===== src/rtl/fetch_pkg.sv =====
// Shared constants and helpers for the instruction fetch unit.
// Instructions are fixed 4-byte words, so fetch addresses are always word aligned.
package fetch_pkg;

  localparam int INST_BYTES = 4;
  localparam int PC_INC     = INST_BYTES;

  // Clears the byte-offset bits of an address. Callers truncate the result to their address width.
  function automatic logic [63:0] align_mask();
    return ~64'(INST_BYTES - 1);
  endfunction

endpackage


===== src/rtl/fetch_queue.sv =====
// Synchronous prefetch FIFO with flush.
// A push and a pop in the same cycle are both honoured, even when the FIFO is full.
module fetch_queue
  import fetch_pkg::*;
#(
  parameter int DEPTH = 4,
  parameter int WIDTH = 64
) (
  input  logic                       clk,
  input  logic                       rst,
  input  logic                       push,
  input  logic [WIDTH-1:0]           push_data,
  input  logic                       pop,
  input  logic                       flush,
  output logic [WIDTH-1:0]           head_data,
  output logic [$clog2(DEPTH+1)-1:0] count,
  output logic                       full,
  output logic                       empty
);

  localparam int PW = $clog2(DEPTH);
  localparam int CW = $clog2(DEPTH+1);

  logic [WIDTH-1:0] mem [DEPTH];
  logic [PW-1:0]    rd_ptr;
  logic [PW-1:0]    wr_ptr;
  logic             do_push;
  logic             do_pop;

  assign empty     = (count == '0);
  assign full      = (count == CW'(DEPTH));
  assign do_pop    = pop && !empty;
  assign do_push   = push && (!full || do_pop);
  assign head_data = mem[rd_ptr];

  // Storage is not reset; the pointers and count alone define what is valid.
  always_ff @(posedge clk) begin
    if (do_push) begin
      mem[wr_ptr] <= push_data;
    end
  end

  always_ff @(posedge clk) begin
    if (rst || flush) begin
      rd_ptr <= '0;
      wr_ptr <= '0;
      count  <= '0;
    end else begin
      if (do_push) begin
        wr_ptr <= wr_ptr + PW'(1);
      end
      if (do_pop) begin
        rd_ptr <= rd_ptr + PW'(1);
      end
      count <= count + CW'(do_push) - CW'(do_pop);
    end
  end

endmodule


===== src/rtl/fetch_unit.sv =====
// Sequential instruction fetch with a credit-limited request channel, an in-order prefetch queue,
// and a redirect path that flushes queued data and discards responses to older requests.
module fetch_unit
  import fetch_pkg::*;
#(
  parameter int                ADDR_W       = 32,
  parameter int                DATA_W       = 32,
  parameter int                DEPTH        = 4,
  parameter logic [ADDR_W-1:0] RESET_VECTOR = '0
) (
  input  logic                       clk,
  input  logic                       rst,
  input  logic                       halt,
  input  logic                       redirect_valid,
  input  logic [ADDR_W-1:0]          redirect_addr,
  output logic                       imem_req_valid,
  input  logic                       imem_req_ready,
  output logic [ADDR_W-1:0]          imem_req_addr,
  input  logic                       imem_rsp_valid,
  input  logic [DATA_W-1:0]          imem_rsp_data,
  output logic                       inst_valid,
  input  logic                       inst_ready,
  output logic [DATA_W-1:0]          inst_data,
  output logic [ADDR_W-1:0]          inst_pc,
  output logic [$clog2(DEPTH+1)-1:0] occupancy
);

  localparam int                CW         = $clog2(DEPTH+1);
  localparam int                QW         = DATA_W + ADDR_W;
  localparam logic [CW:0]       CREDITS    = DEPTH[CW:0];
  localparam logic [ADDR_W-1:0] PC_STEP    = ADDR_W'(PC_INC);
  localparam logic [ADDR_W-1:0] ALIGN_MASK = ADDR_W'(align_mask());

  logic [ADDR_W-1:0] fetch_pc;
  logic [ADDR_W-1:0] rsp_pc;
  logic [CW-1:0]     inflight;
  logic [CW-1:0]     drop;
  logic [CW-1:0]     inflight_after_rsp;
  logic [CW:0]       pending_total;

  logic              req_fire;
  logic              rsp_accept;
  logic              rsp_keep;
  logic              rsp_discard;

  logic              q_push;
  logic              q_pop;
  logic              q_full;
  logic              q_empty;
  logic [CW-1:0]     q_count;
  logic [QW-1:0]     q_head;

  // Every issued request reserves a queue slot, so responses can never be back-pressured.
  assign pending_total  = {1'b0, q_count} + {1'b0, inflight};
  assign occupancy      = pending_total[CW-1:0];
  assign imem_req_valid = !rst && !halt && !redirect_valid && (pending_total < CREDITS);
  assign imem_req_addr  = fetch_pc;
  assign req_fire       = imem_req_valid && imem_req_ready;

  // A response with nothing outstanding is a protocol violation and is ignored.
  assign rsp_accept         = imem_rsp_valid && (inflight != '0);
  assign rsp_keep           = rsp_accept && (drop == '0);
  assign rsp_discard        = rsp_accept && (drop != '0);
  assign inflight_after_rsp = inflight - CW'(rsp_accept);

  assign inst_valid = !q_empty && !redirect_valid;
  assign inst_data  = q_head[QW-1:ADDR_W];
  assign inst_pc    = q_head[ADDR_W-1:0];
  assign q_pop      = inst_valid && inst_ready;
  assign q_push     = rsp_keep && !redirect_valid && (!q_full || q_pop);

  fetch_queue #(
    .DEPTH (DEPTH),
    .WIDTH (QW)
  ) u_queue (
    .clk       (clk),
    .rst       (rst),
    .push      (q_push),
    .push_data ({imem_rsp_data, rsp_pc}),
    .pop       (q_pop),
    .flush     (redirect_valid),
    .head_data (q_head),
    .count     (q_count),
    .full      (q_full),
    .empty     (q_empty)
  );

  // On redirect every request still outstanding belongs to the old path, so all of them become drops.
  always_ff @(posedge clk) begin
    if (rst) begin
      fetch_pc <= RESET_VECTOR;
      rsp_pc   <= RESET_VECTOR;
      inflight <= '0;
      drop     <= '0;
    end else if (redirect_valid) begin
      fetch_pc <= redirect_addr & ALIGN_MASK;
      rsp_pc   <= redirect_addr & ALIGN_MASK;
      inflight <= inflight_after_rsp;
      drop     <= inflight_after_rsp;
    end else begin
      if (req_fire) begin
        fetch_pc <= fetch_pc + PC_STEP;
      end
      if (rsp_keep) begin
        rsp_pc <= rsp_pc + PC_STEP;
      end
      if (rsp_discard) begin
        drop <= drop - CW'(1);
      end
      inflight <= inflight_after_rsp + CW'(req_fire);
    end
  end

endmodule


===== config.mk =====
export PLATFORM = sky130hd
export DESIGN_NAME = fetch_unit
export DESIGN_NICKNAME = d
export VERILOG_FILES = /design/src/rtl/fetch_pkg.sv /design/src/rtl/fetch_queue.sv /design/src/rtl/fetch_unit.sv
export SDC_FILE = /design/constraint.sdc
export NUM_CORES = 1
export LEC_CHECK = 0
export ABC_CLOCK_PERIOD_IN_PS = 9220
export CELL_PAD_IN_SITES_DETAIL_PLACEMENT = 0
export CELL_PAD_IN_SITES_GLOBAL_PLACEMENT = 2
export CORE_ASPECT_RATIO = 2
export CORE_MARGIN = 2
export CORE_UTILIZATION = 35
export DETAILED_ROUTE_END_ITERATION = 7
export PLACE_DENSITY_LB_ADDON = 0.1
export SKIP_LAST_GASP = 1
export SYNTH_ARGS = -nofsm -noshare
export SYNTH_HDL_FRONTEND = slang
export SYNTH_SLANG_ARGS = --single-unit
export TNS_END_PERCENT = 20

===== constraint.sdc =====
create_clock -name clk -period 9.22 [get_ports clk]
set_input_delay 1.383 -clock clk [delete_from_list [all_inputs] [get_ports clk]]
set_output_delay 1.383 -clock clk [all_outputs]
set_load 0.01 [all_outputs]

==> impl_metrics.toml <==
[sta]
finalCriticalPeriod_ns = 4.75
slew_headroom_pct = 34.1
tightestPinTransition_ns = 0.989
setup_viol = 0
rsz0062_at_grt = "no"
fmax_mhz = 210
hold_viol_final = 0
clock_skew_ns = 0.0146
setup_tns_ns = 0
slew_violations = 0
post-route-period-util_pct = 51.5

[global_route]
use_met1_pct = 17.6
top_usage_layer = "met2"
antenna_found_initial = 0
overflow = 0
use_met3_pct = 2.71
grt_pass1_vias = 8181
grt_max_degree = 63
grt_pass1_wl_mm = 49.2
track_usage_pct = 16.5
gr-usage-met2_pct = 32.4

[worst_hold_path]
min_path_type = "flip-flop to flip-flop"
hold_start = "u_queue.rd_ptr[1]$_SDFFE_PP0P_"
holdPathEnd = "u_queue.rd_ptr[1]$_SDFFE_PP0P_"
min_path_cells = 2

[final_layout]
finalNetCount = 1100
final_core_util_pct = 44.1
drive_gt1_share_pct = 13.6
areaGrowthSynthToFinish_pct = 24.2

[drt]
drt_wl_total_mm = 32.6
first_pass_iters = 6
routedWlPerCell_um = 21.9
ant_nets = 0
vias_per_cell = 5.10
dr.first_iter.drc_count = 300
vias = 7621
route.detailed.drc = 0

[die]
die_area_um2 = 39500
die_w_um = 142
initial_core_util_pct = 35.5
die_h_um = 279
core_um2 = 37300
io_pins = 172
num_rows = 100

[synthesis]
avgSynthCellArea_um2 = 15.8
ys_seq_area_share_pct = 67.6
synth_top_area_cell = "edfxtp_1"
ys_warn_count = 0
synthTopCellsByCount = "248 x edfxtp_1, 75 x dfxtp_1, 62 x mux4_2"
yosysMostFrequentCell = "edfxtp_1"
async_reset_ff_share_pct = 0
post_synth_main_area_contributors = "edfxtp_1 56%, dfxtp_1 11%, mux4_2 11%"
ys_types = 51
synth_seq_cells = 323
synth_area_um2 = 13200
netlist_instances = 840
synth_top_area_share_pct = 56.2
synth_edf_count = 248
ys.flop_type = "edfxtp_1"

[clock_network]
cts-buffers-inserted = 30
cts_hold_buf = 0
clk_pin_slew_worst_paths_ns = 0.07
post_cts_resized = 0
h-tree-depth = 1
cts.path.max_buffers = 3
clk_latency_ns = 0.56
cts_setup_buffers = 0
ctsRootBufferMaster = "clkbuf_16"
cts_sinks = 323
cts_tree = "built"

[place]
portBuffers = 165
post-dp-hpwl_mm = 21.8
place_congestion = 0.815

[critical_path]
path_cells = "clkdlybuf4s50_1 > buf_4 > or2_2 > nor4_1 > clkdlybuf4s50_1"
max_stage_delay_ns = 0.59
path_common_cell = "clkdlybuf4s50_1"
r2r-start = "drop[0]$_SDFFE_PP0P_"
cp-start-kind = "primary input"
path_buf_inv = 3
crit_fanout = 47
reg2reg_to = "u_queue.mem[2][50]$_DFFE_PP_"
crit_family = "buffers and inverters"
r2r_slack_ns = 5.77
endpoint_kind = "primary output"
critPathSlowestCell = "clkdlybuf4s50_1"
arrival_ns = 3.37
criticalPathCategory = "primary input to primary output"
cp_data_required_time_ns = 7.84
r2r_cells = 6

[power_and_ir_drop]
power.density_nw_per_um2 = 203
ir_drop_mv = 0.118
leakage_uw = 0.00538

[outcome]
status = "finished, final reports clean"

[job]
max_cap_violations = 0
worst max-delay path by stage:
stage	from	slack, ns	end	cells past startpoint
floorplan	imem_rsp_valid	5.16	u_queue.mem[0][10]$_DFFE_PP_	3
global placement	imem_rsp_valid	4.37	u_queue.mem[3][52]$_DFFE_PP_	5
detailed placement	imem_rsp_valid	4.36	u_queue.mem[2][52]$_DFFE_PP_	5
CTS	rst	4.42	imem_req_valid	5
global route	rst	4.36	imem_req_valid	5
finish	rst	4.47	imem_req_valid	5
kinds of logic after synthesis:
group | after synthesis | synth area share [%]
compound gates | 116 | 6.00
xor+xnor | 53 | 3.51
fa+ha+maj | 19 | 1.91
buf+inv | 90 | 2.76
flops | 323 | 67.6
mux | 64 | 10.7
other cells | 1 | 0.0283
simple gates | 174 | 7.51
cells in the final DEF (no fill, tap or decap), drive strengths merged, types with 5 or more instances in the layout:
| cell type | instances |
|---|---|
| nand3 | 25 |
| o21a | 13 |
| edfxtp | 248 |
| nand2 | 32 |
| a21oi | 31 |
| ha | 17 |
| clkinv | 8 |
| xnor2 | 21 |
| o31a | 15 |
| nor3 | 17 |
| and3 | 7 |
| clkbuf | 41 |
| inv | 50 |
| a211oi | 9 |
| and2 | 13 |
| buf | 12 |
| a31oi | 8 |
| clkdlybuf4s50 | 164 |
| xor2 | 32 |
| bufinv | 5 |
| mux4 | 62 |
| a21boi | 26 |
| nor4 | 13 |
| nand4 | 25 |
| nor2 | 26 |
| dfxtp | 75 |
power by group:
part | internal, uW | switching [uW] | total, uW
Sequential | 1630 | 48.1 | 1680
Combinational | 169 | 175 | 345
Clock | 781 | 538 | 1320
Total | 2580 | 762 | 3340
final cells by class:
type,count,area (um^2)
diodes,1,2.50
clock buffers,41,843
clock inverters,15,209
fillers,3427,20800
inverters,49,184
multi-input cells,430,3940
flip-flops and latches,323,8950
well taps,459,574
repair buffers,176,1730
sequential cells by signal, summed over array words and instances, names as in the netlist, named ones only:
signal,cells
u_queue.count,3
u_queue.rd_ptr,2
imem_req_addr,30
rsp_pc,30
u_queue.wr_ptr,2
drop,3
u_queue.mem,248
inflight,3
worst register-to-register path, cell delays in order (launching register included):
cell and delay, ns:
dfxtp_1 0.32, inv_1 0.08, ha_1 0.23, nand3b_1 0.27, nor4_2 0.71, and2_2 0.88, buf_4 0.58
metrics by stage:
| stage | instances | power (uW) | hold slack (ns) | cell area, um^2 | worst slack [ns] |
|---|---|---|---|---|---|
| floorplan | 843 | 1880 | 0.480 | 13300 | 5.16 |
| finish | 1494 | 3340 | 0.527 | 16400 | 4.47 |
| global placement | 1437 | 2060 | 0.504 | 15400 | 4.37 |
| detailed placement | 1437 | 2060 | 0.515 | 15400 | 4.36 |
| global route | 1493 | 3480 | 0.558 | 16400 | 4.36 |
| CTS | 1493 | 3400 | 0.529 | 16400 | 4.42 |
routing by layer:
metal	vias to the layer above	part of all wire, %
li1	3580	-
met1	3813	37
met2	191	56
met3	37	4.4
met4	0	2.6
met5	-	0
Note: power is estimated with default switching activity, not from simulation.
